File: src/rtl/pc_unit_pkg.sv
// Shared next-PC definitions: the D-stage selector encoding, the control-transfer
// classifier and the default reset/handler addresses.
package npc_defs;

    typedef enum logic [3:0] {
        SEL_SEQ  = 4'd0,
        SEL_BEQ  = 4'd1,
        SEL_JR   = 4'd2,
        SEL_J    = 4'd3,
        SEL_BNE  = 4'd4,
        SEL_BLEZ = 4'd5,
        SEL_BGEZ = 4'd6,
        SEL_BGTZ = 4'd7,
        SEL_BLTZ = 4'd8,
        SEL_ERET = 4'd9
    } sel_e;

    localparam logic [31:0] DEF_RESET_PC   = 32'h0000_3000;
    localparam logic [31:0] DEF_HANDLER_PC = 32'h0000_4180;

    // A control transfer owns a delay slot whether or not it is taken.
    function automatic logic is_ctrl(input logic [3:0] sel);
        logic ctrl;
        case (sel_e'(sel))
            SEL_BEQ, SEL_BNE, SEL_BLEZ, SEL_BGEZ,
            SEL_BGTZ, SEL_BLTZ, SEL_J, SEL_JR: ctrl = 1'b1;
            default:                           ctrl = 1'b0;
        endcase
        return ctrl;
    endfunction

endpackage

File: src/rtl/branch_cmp.sv
// Branch condition evaluator: decides whether the selected next-PC kind redirects,
// given the forwarded rs/rt values. Kept standalone for reuse in the E stage.
module branch_cmp
    import npc_defs::*;
#(
    parameter int WIDTH = 32
) (
    input  logic [3:0]       sel,
    input  logic [WIDTH-1:0] rs_val,
    input  logic [WIDTH-1:0] rt_val,
    output logic             cond
);

    logic sign_s;
    logic zero_s;

    assign sign_s = rs_val[WIDTH-1];
    assign zero_s = (rs_val == {WIDTH{1'b0}});

    // Signed compares against zero reduce to the sign bit and a zero test.
    always_comb begin
        cond = 1'b0;
        case (sel_e'(sel))
            SEL_BEQ:         cond = (rs_val == rt_val);
            SEL_BNE:         cond = (rs_val != rt_val);
            SEL_BLEZ:        cond = sign_s | zero_s;
            SEL_BGEZ:        cond = ~sign_s;
            SEL_BGTZ:        cond = ~sign_s & ~zero_s;
            SEL_BLTZ:        cond = sign_s;
            SEL_J, SEL_JR:   cond = 1'b1;
            default:         cond = 1'b0;
        endcase
    end

endmodule

File: src/rtl/pc_unit.sv
// Fetch-stage program counter: owns pc_f, selects among sequential, branch, jump,
// eret and exception-entry sources, and tracks delay-slot and fetch-fault status.
module pc_unit
    import npc_defs::*;
#(
    parameter int               WIDTH      = 32,
    parameter logic [WIDTH-1:0] RESET_PC   = DEF_RESET_PC,
    parameter logic [WIDTH-1:0] HANDLER_PC = DEF_HANDLER_PC,
    parameter logic [WIDTH-1:0] IM_BASE    = 32'h0000_3000,
    parameter logic [WIDTH-1:0] IM_LIMIT   = 32'h0000_6FFC
) (
    input  logic             clk,
    input  logic             reset,
    input  logic             stall,
    input  logic             int_req,
    input  logic [3:0]       sel,
    input  logic [WIDTH-1:0] rs_val,
    input  logic [WIDTH-1:0] rt_val,
    input  logic [WIDTH-1:0] pc_d,
    input  logic [15:0]      imm16,
    input  logic [25:0]      index26,
    input  logic [WIDTH-1:0] epc,
    output logic [WIDTH-1:0] pc_f,
    output logic [WIDTH-1:0] pc4_f,
    output logic             taken,
    output logic             flush_f,
    output logic             f_bd,
    output logic             f_adel
);

    logic [WIDTH-1:0] pc_f_r;
    logic             f_bd_r;
    logic [WIDTH-1:0] pc_next_s;
    logic             bd_next_s;
    logic             cond_s;
    logic             is_eret_s;
    logic [WIDTH-1:0] pc4_d_s;
    logic [WIDTH-1:0] br_off_s;
    logic [WIDTH-1:0] br_target_s;
    logic [WIDTH-1:0] j_target_s;
    logic [WIDTH-1:0] target_s;

    branch_cmp #(.WIDTH(WIDTH)) u_branch_cmp (
        .sel    (sel),
        .rs_val (rs_val),
        .rt_val (rt_val),
        .cond   (cond_s)
    );

    assign is_eret_s   = (sel == SEL_ERET);
    assign pc4_d_s     = pc_d + WIDTH'(4);
    assign br_off_s    = {{(WIDTH-18){imm16[15]}}, imm16, 2'b00};
    assign br_target_s = pc4_d_s + br_off_s;
    assign j_target_s  = {pc4_d_s[WIDTH-1:28], index26, 2'b00};

    assign taken   = cond_s & ~stall & ~int_req;
    assign flush_f = int_req | (is_eret_s & ~stall);

    // Redirect target by transfer kind; branches share one adder.
    always_comb begin
        target_s = br_target_s;
        case (sel_e'(sel))
            SEL_J:   target_s = j_target_s;
            SEL_JR:  target_s = rs_val;
            default: target_s = br_target_s;
        endcase
    end

    // Next-PC priority: exception entry beats stall, stall beats eret and redirects.
    always_comb begin
        pc_next_s = pc_f_r + WIDTH'(4);
        bd_next_s = is_ctrl(sel);
        if (int_req) begin
            pc_next_s = HANDLER_PC;
            bd_next_s = 1'b0;
        end else if (stall) begin
            pc_next_s = pc_f_r;
            bd_next_s = f_bd_r;
        end else if (is_eret_s) begin
            pc_next_s = epc;
            bd_next_s = 1'b0;
        end else if (taken) begin
            pc_next_s = target_s;
        end else begin
            pc_next_s = pc_f_r + WIDTH'(4);
        end
    end

    // PC and delay-slot flag registers with synchronous reset.
    always_ff @(posedge clk) begin
        if (reset) begin
            pc_f_r <= RESET_PC;
            f_bd_r <= 1'b0;
        end else begin
            pc_f_r <= pc_next_s;
            f_bd_r <= bd_next_s;
        end
    end

    assign pc_f   = pc_f_r;
    assign f_bd   = f_bd_r;
    assign pc4_f  = pc_f_r + WIDTH'(4);
    assign f_adel = (pc_f_r[1:0] != 2'b00) | (pc_f_r < IM_BASE) | (pc_f_r > IM_LIMIT);

endmodule

File: config.mk
export PLATFORM = sky130hd
export DESIGN_NAME = pc_unit
export DESIGN_NICKNAME = d
export VERILOG_FILES = /design/src/rtl/pc_unit_pkg.sv /design/src/rtl/branch_cmp.sv /design/src/rtl/pc_unit.sv
export SDC_FILE = /design/constraint.sdc
export NUM_CORES = 1
export LEC_CHECK = 0
export BUFFER_PORTS_ARGS = -buffer_cell sky130_fd_sc_hd__buf_2
export CORE_ASPECT_RATIO = 1.4
export CORE_MARGIN = 5
export CORE_UTILIZATION = 54
export CTS_BUF_LIST = sky130_fd_sc_hd__clkbuf_8
export CTS_CLUSTER_SIZE = 10
export DETAILED_ROUTE_END_ITERATION = 10
export GPL_ROUTABILITY_DRIVEN = 0
export PLACE_DENSITY = 0.95
export SETUP_SLACK_MARGIN = 0.3
export SLEW_MARGIN = 10
export SYNTH_ARGS = -nofsm -noshare
export SYNTH_HDL_FRONTEND = slang
export SYNTH_SLANG_ARGS = --single-unit
File: constraint.sdc
create_clock -name clk -period 9.5 [get_ports clk]
set_input_delay 1.9 -clock clk [delete_from_list [all_inputs] [get_ports clk]]
set_output_delay 1.9 -clock clk [all_outputs]
set_load 0.005 [all_outputs]
After elaboration in Yosys (flattened, before gate mapping)
Memory sizes are Yosys's and may differ from the RTL's. Cells that the tools add are included.

Equal/unequal tests: 12. $add $sub $neg: 3. Mux-type cells: 7. $lt $le $gt $ge: 2. Bitwise logic cells: 12. Reduce and logical (&&, ||, !) cells: 4.

Operators with widths (count): adder 32 x 3 -> 32 bit, second input constant (2); two-way mux 32 bit (2); one-hot mux 32 bit (2 select lines) (1); adder 32 bit (1); equality test 32 bit (1); greater-than comparator 32 x 15 -> 1 bit, second input constant (1); logical NOT 32 bit (1); < comparator 32 x 14 -> 1 bit, second input constant (1); inequality test 32 bit (1); two-way mux 15 bit (2); equality test 4 x 3 -> 1 bit, second input constant (4); equality test 4 x 2 -> 1 bit, second input constant (2); equality test 4 bit, second input constant (2); one-hot mux 1 bit (7 select lines) (1); AND 1 bit (4); equality test 4 x 1 -> 1 bit, second input constant (1); inverter 1 bit (4); bitwise OR 1 bit (4); OR reduction 2 bit (2); inequality test 2 x 1 -> 1 bit, second input constant (1); nonzero test 2 bit (1); two-way mux 1 bit (1).

Flip-flop bits (word level): 33. ROM bits: 16. Word-level logic and storage cells: 44. Memories: 1.

Memories: (name not given) (words 16, bits a word 1, rd ports 1, clocked after memory_dff 0, wr ports 0, RTL line pc_unit_pkg.sv:24) `case (sel_e'(sel))`.

Logic depth before layout (Yosys ltp)
Depth in word-level cells: 10. Mapped depth: 16. Mapped depth without buffers: 16.

Hierarchy
From an unflattened synthesis, not the netlist that was laid out.

Cell total of the unflattened synthesis: 755. Area total of the unflattened synthesis: 5580.4 um^2.

By module, submodules not included: pc_unit (cells each 685, area each 5059.9 um^2, sequential area each 660.6 um^2, instances 1); branch_cmp (cells each 70, area each 520.5 um^2, sequential area each 0.0 um^2, instances 1).

Least setup slack after synthesis
OpenSTA, ideal clock, no wires.

Path type: input port to output port. Start point: input port rs_val[31]. End point: output port taken. Stages: 9. Arrival time: 3329 ps. Path slack: 4271 ps. Cell sequence: buf_6 xnor2_1 nand4_1 nor4_2 nand3_1 a31o_1 buf_6 inv_1 buf_2.

Word-level cells in the longest chain between the ends: 6. Elaborated cells on any way between the ends: 10.

RTL lines: from (decl) (RTL line pc_unit.sv:17) `input logic [WIDTH-1:0] rs_val,`; logical NOT 32 bit (RTL line branch_cmp.sv:18) `assign zero_s = (rs_val == {WIDTH{1'b0}});`; inverter 1 bit (RTL line branch_cmp.sv:28) `SEL_BGTZ: cond = ~sign_s & ~zero_s;`; AND 1 bit (RTL line branch_cmp.sv:28); one-hot mux 1 bit (7 select lines) (*) (RTL line branch_cmp.sv:23) `case (sel_e'(sel))`; AND 1 bit (*) (2 in a row) (RTL line pc_unit.sv:56) `assign taken = cond_s & ~stall & ~int_req;`; to (decl) (RTL line pc_unit.sv:25) `output logic taken,`.

Mark *: on every way between the ends. The rest lies on a longest branch, timed or not.

Worst setup path after layout
Start point: input port sel[0]. End point: output port taken.

Word-level cells in the longest chain between the ends: 5. Elaborated cells on any way between the ends: 12.

RTL lines: from (decl) (RTL line pc_unit.sv:16) `input logic [3:0] sel,`; equality test 4 x 2 -> 1 bit (RTL line branch_cmp.sv:23); OR reduction 2 bit (RTL line branch_cmp.sv:23); one-hot mux 1 bit (7 select lines) (*) (RTL line branch_cmp.sv:23); AND 1 bit (*) (2 in a row) (RTL line pc_unit.sv:56).

Marks and branches as above.

==> flow_summary.toml <==
[outcome]
outcome = "finished, final reports clean"

[clock_network]
postCtsSetupBuffers = 0
hold_buffers = 0
clk_pin_slew_ns = 0.07
cts_root_buf = "clkbuf_8"
cts_resized = 0
clock-sinks = 33
cts-buffers-inserted = 5
clock_latency_ns = 0.29
h-tree-depth = 2
cts_tree = "built"
clockBufferDepth = 2

[setup_path]
critPathArrivalTime_ns = 4.23
worstSetupPathType = "primary input to primary output"
cp-end-kind = "primary output"
cp-start-kind = "primary input"
cp_max_fo = 38
required_ns = 7.60

[logic_synthesis]
synth_area_leaders = "xnor2_1, dfxtp_1, ha_1"
synth_mux_area_share_pct = 5.03
synth_most_common_cell = "xnor2_1"
synth_ff_type = "dfxtp_1"
yosysTopAreaCell = "xnor2_1"
synth.cell_area_um2 = 5640
synth-adder-area-share_pct = 7.67
synth_top_area_share_pct = 13.2
synth_seq_cells = 33
synth-compound-area-share_pct = 27.5
synthArstFlopShare_pct = 0
synthXorXnorAreaFrac_pct = 17.2
yosys.area_share.simple_pct = 25.6
synthTopCellsByCount = "xnor2_1, a21oi_1, nor2_1"
yosysWarnings = 0
ys_types = 66
synth_nets = 1007
syn_inst = 795
avgSynthCellArea_um2 = 7.10
ys_seq_area_share_pct = 11.7
synth-edff-count = 0
synth_top_family_by_area = "compound AO/OA/AOI/OAI gates"

[sta]
setup_slack_ns = 3.37
fin_crit_ns = 6.13
setup_tns_ns = 0
drv_slew = 0
final-setup-viol-count = 0
hold_slack_ns = 0.575
clock_skew_ns = 0.00659
max_slew_margin_pct = 30.8
rsz0062_at_grt = "false"
max_freq_mhz = 163
tightest_slew_ns = 1.04
hold_viol = 0
timing.final.crit_share_pct = 64.5

[placement]
post-dp-hpwl_um = 18500
preCtsSetupSlack_ns = 3.45
io_buffers = 245

[power]
p_leak_nw = 3.25
power_mw = 0.553
peakVddDrop_mv = 0.0466
cellPowerDensity_nw_per_um2 = 79.6

[global_routing]
grt_pass1_vias = 6867
antenna_found_initial = 0
grt.busiest_layer = "met2"
overflow = 0
grt_pass1_wl_um = 34200
track_usage_pct = 34.7
grtUsageMet2_pct = 57.9
grt_max_degree = 45
met1_usage_pct = 41.2
use_met3_pct = 5.56

[routing]
drtPass1Iterations = 6
drc = 0
wl_per_cell_um = 19.6
route.vias.total = 7335
ant_nets = 0
vias_per_cell = 6.40
wl_um = 22500
drt_iter0_drc = 669

[die]
placementRows = 44
chipWidth_um = 96.4
coreArea_um2 = 10300
initial_core_util_pct = 54.8
die_y_um = 131
pin_count = 246
dieArea_um2 = 12600

[worst_hold_path]
hold_path.class = "register to register"

[cells_and_area]
drive_gt1_share_pct = 27.4
nFillCells = 927
syn2layout_area_growth_pct = 23.3
final_nets = 1218

[flow_run]
max_cap_viol_count = 0
[through the flow]
step | utilization, % | instances | instance area (µm²)
CTS | 67.5 | 1145 | 6950
global placement | 66.7 | 1137 | 6870
detailed placement | 66.7 | 1137 | 6870
global route | 67.5 | 1145 | 6950
finish | 67.6 | 1146 | 6960
floorplan | - | 795 | 5640
[path summary, 6_finish.rpt]
| path | start | endpoint | slack [ns] | cells after the start |
|---|---|---|---|---|
| min reg2reg | f_bd | f_bd | 0.57 | 2 |
| max | sel[0] | taken | 3.37 | 9 |
| min | f_bd | f_bd | 0.57 | 2 |
| max reg2reg | pc_f[2] | pc_f[28] | 6.65 | 10 |
[final cells by class]
cell class / instances / area (µm²) / area share [%]
inverter: 24 / 90.1 / 1.29
clock inverter: 3 / 13.8 / 0.198
sequential: 33 / 661 / 9.50
tap: 138 / 173 / 2.48
antenna: 1 / 2.50 / 0.0360
clock buffer: 5 / 68.8 / 0.989
multi-input combinational: 692 / 4680 / 67.3
timing repair buffer: 250 / 1260 / 18.2
[cell usage in the layout (no fill, tap or decap), drive strengths merged, types with 7 or more instances in the layout]
| cell | n |
|---|---|
| o211ai | 11 |
| and3 | 27 |
| a21o | 14 |
| mux2i | 25 |
| xnor2 | 85 |
| o22ai | 10 |
| a221oi | 9 |
| a211o | 7 |
| o21ai | 46 |
| inv | 25 |
| o21bai | 7 |
| a211oi | 14 |
| nor2 | 64 |
| nor4 | 22 |
| a31oi | 11 |
| nand2b | 7 |
| buf | 250 |
| nand2 | 60 |
| dfxtp | 33 |
| xor2 | 26 |
| nor3 | 14 |
| nand4 | 27 |
| ha | 33 |
| nand3 | 36 |
| a21oi | 74 |
[registers in the layout, summed over array words and instances, names as in the netlist, named ones only]
signal	cells
pc_f	30
f_bd	1
[worst max-delay path: stages]
cell and delay (ns):
buf_2 0.08, buf_4 0.46, inv_1 0.22, or4_1 0.47
nor3_2 0.12, nor3_1 0.09, a31o_1 0.19, inv_1 0.46
buf_2 0.22
[report_power, final]
| part | switching, mW | internal, mW |
|---|---|---|
| sequential | 0.00829 | 0.143 |
| clock | 0.0532 | 0.0497 |
| combinational | 0.171 | 0.128 |
[kinds of logic (layout without fill, tap and decap cells)]
family	after synthesis	in the layout
AOI/OAI and AO/OA	240	240
xor gates and xnor gates	111	111
adders and majority gates	34	34
buffers and inverters	70	282
DFF	33	33
muxes	28	28
other	0	1
and+or+nand+nor	279	279
[layer usage]
layer	vias to the layer above	share of wire (%)
li1	3389	-
met3	120	11
met1	3310	35
met5	-	0
met2	516	48
met4	0	6.5
Note: power is estimated with default switching activity, not from simulation.
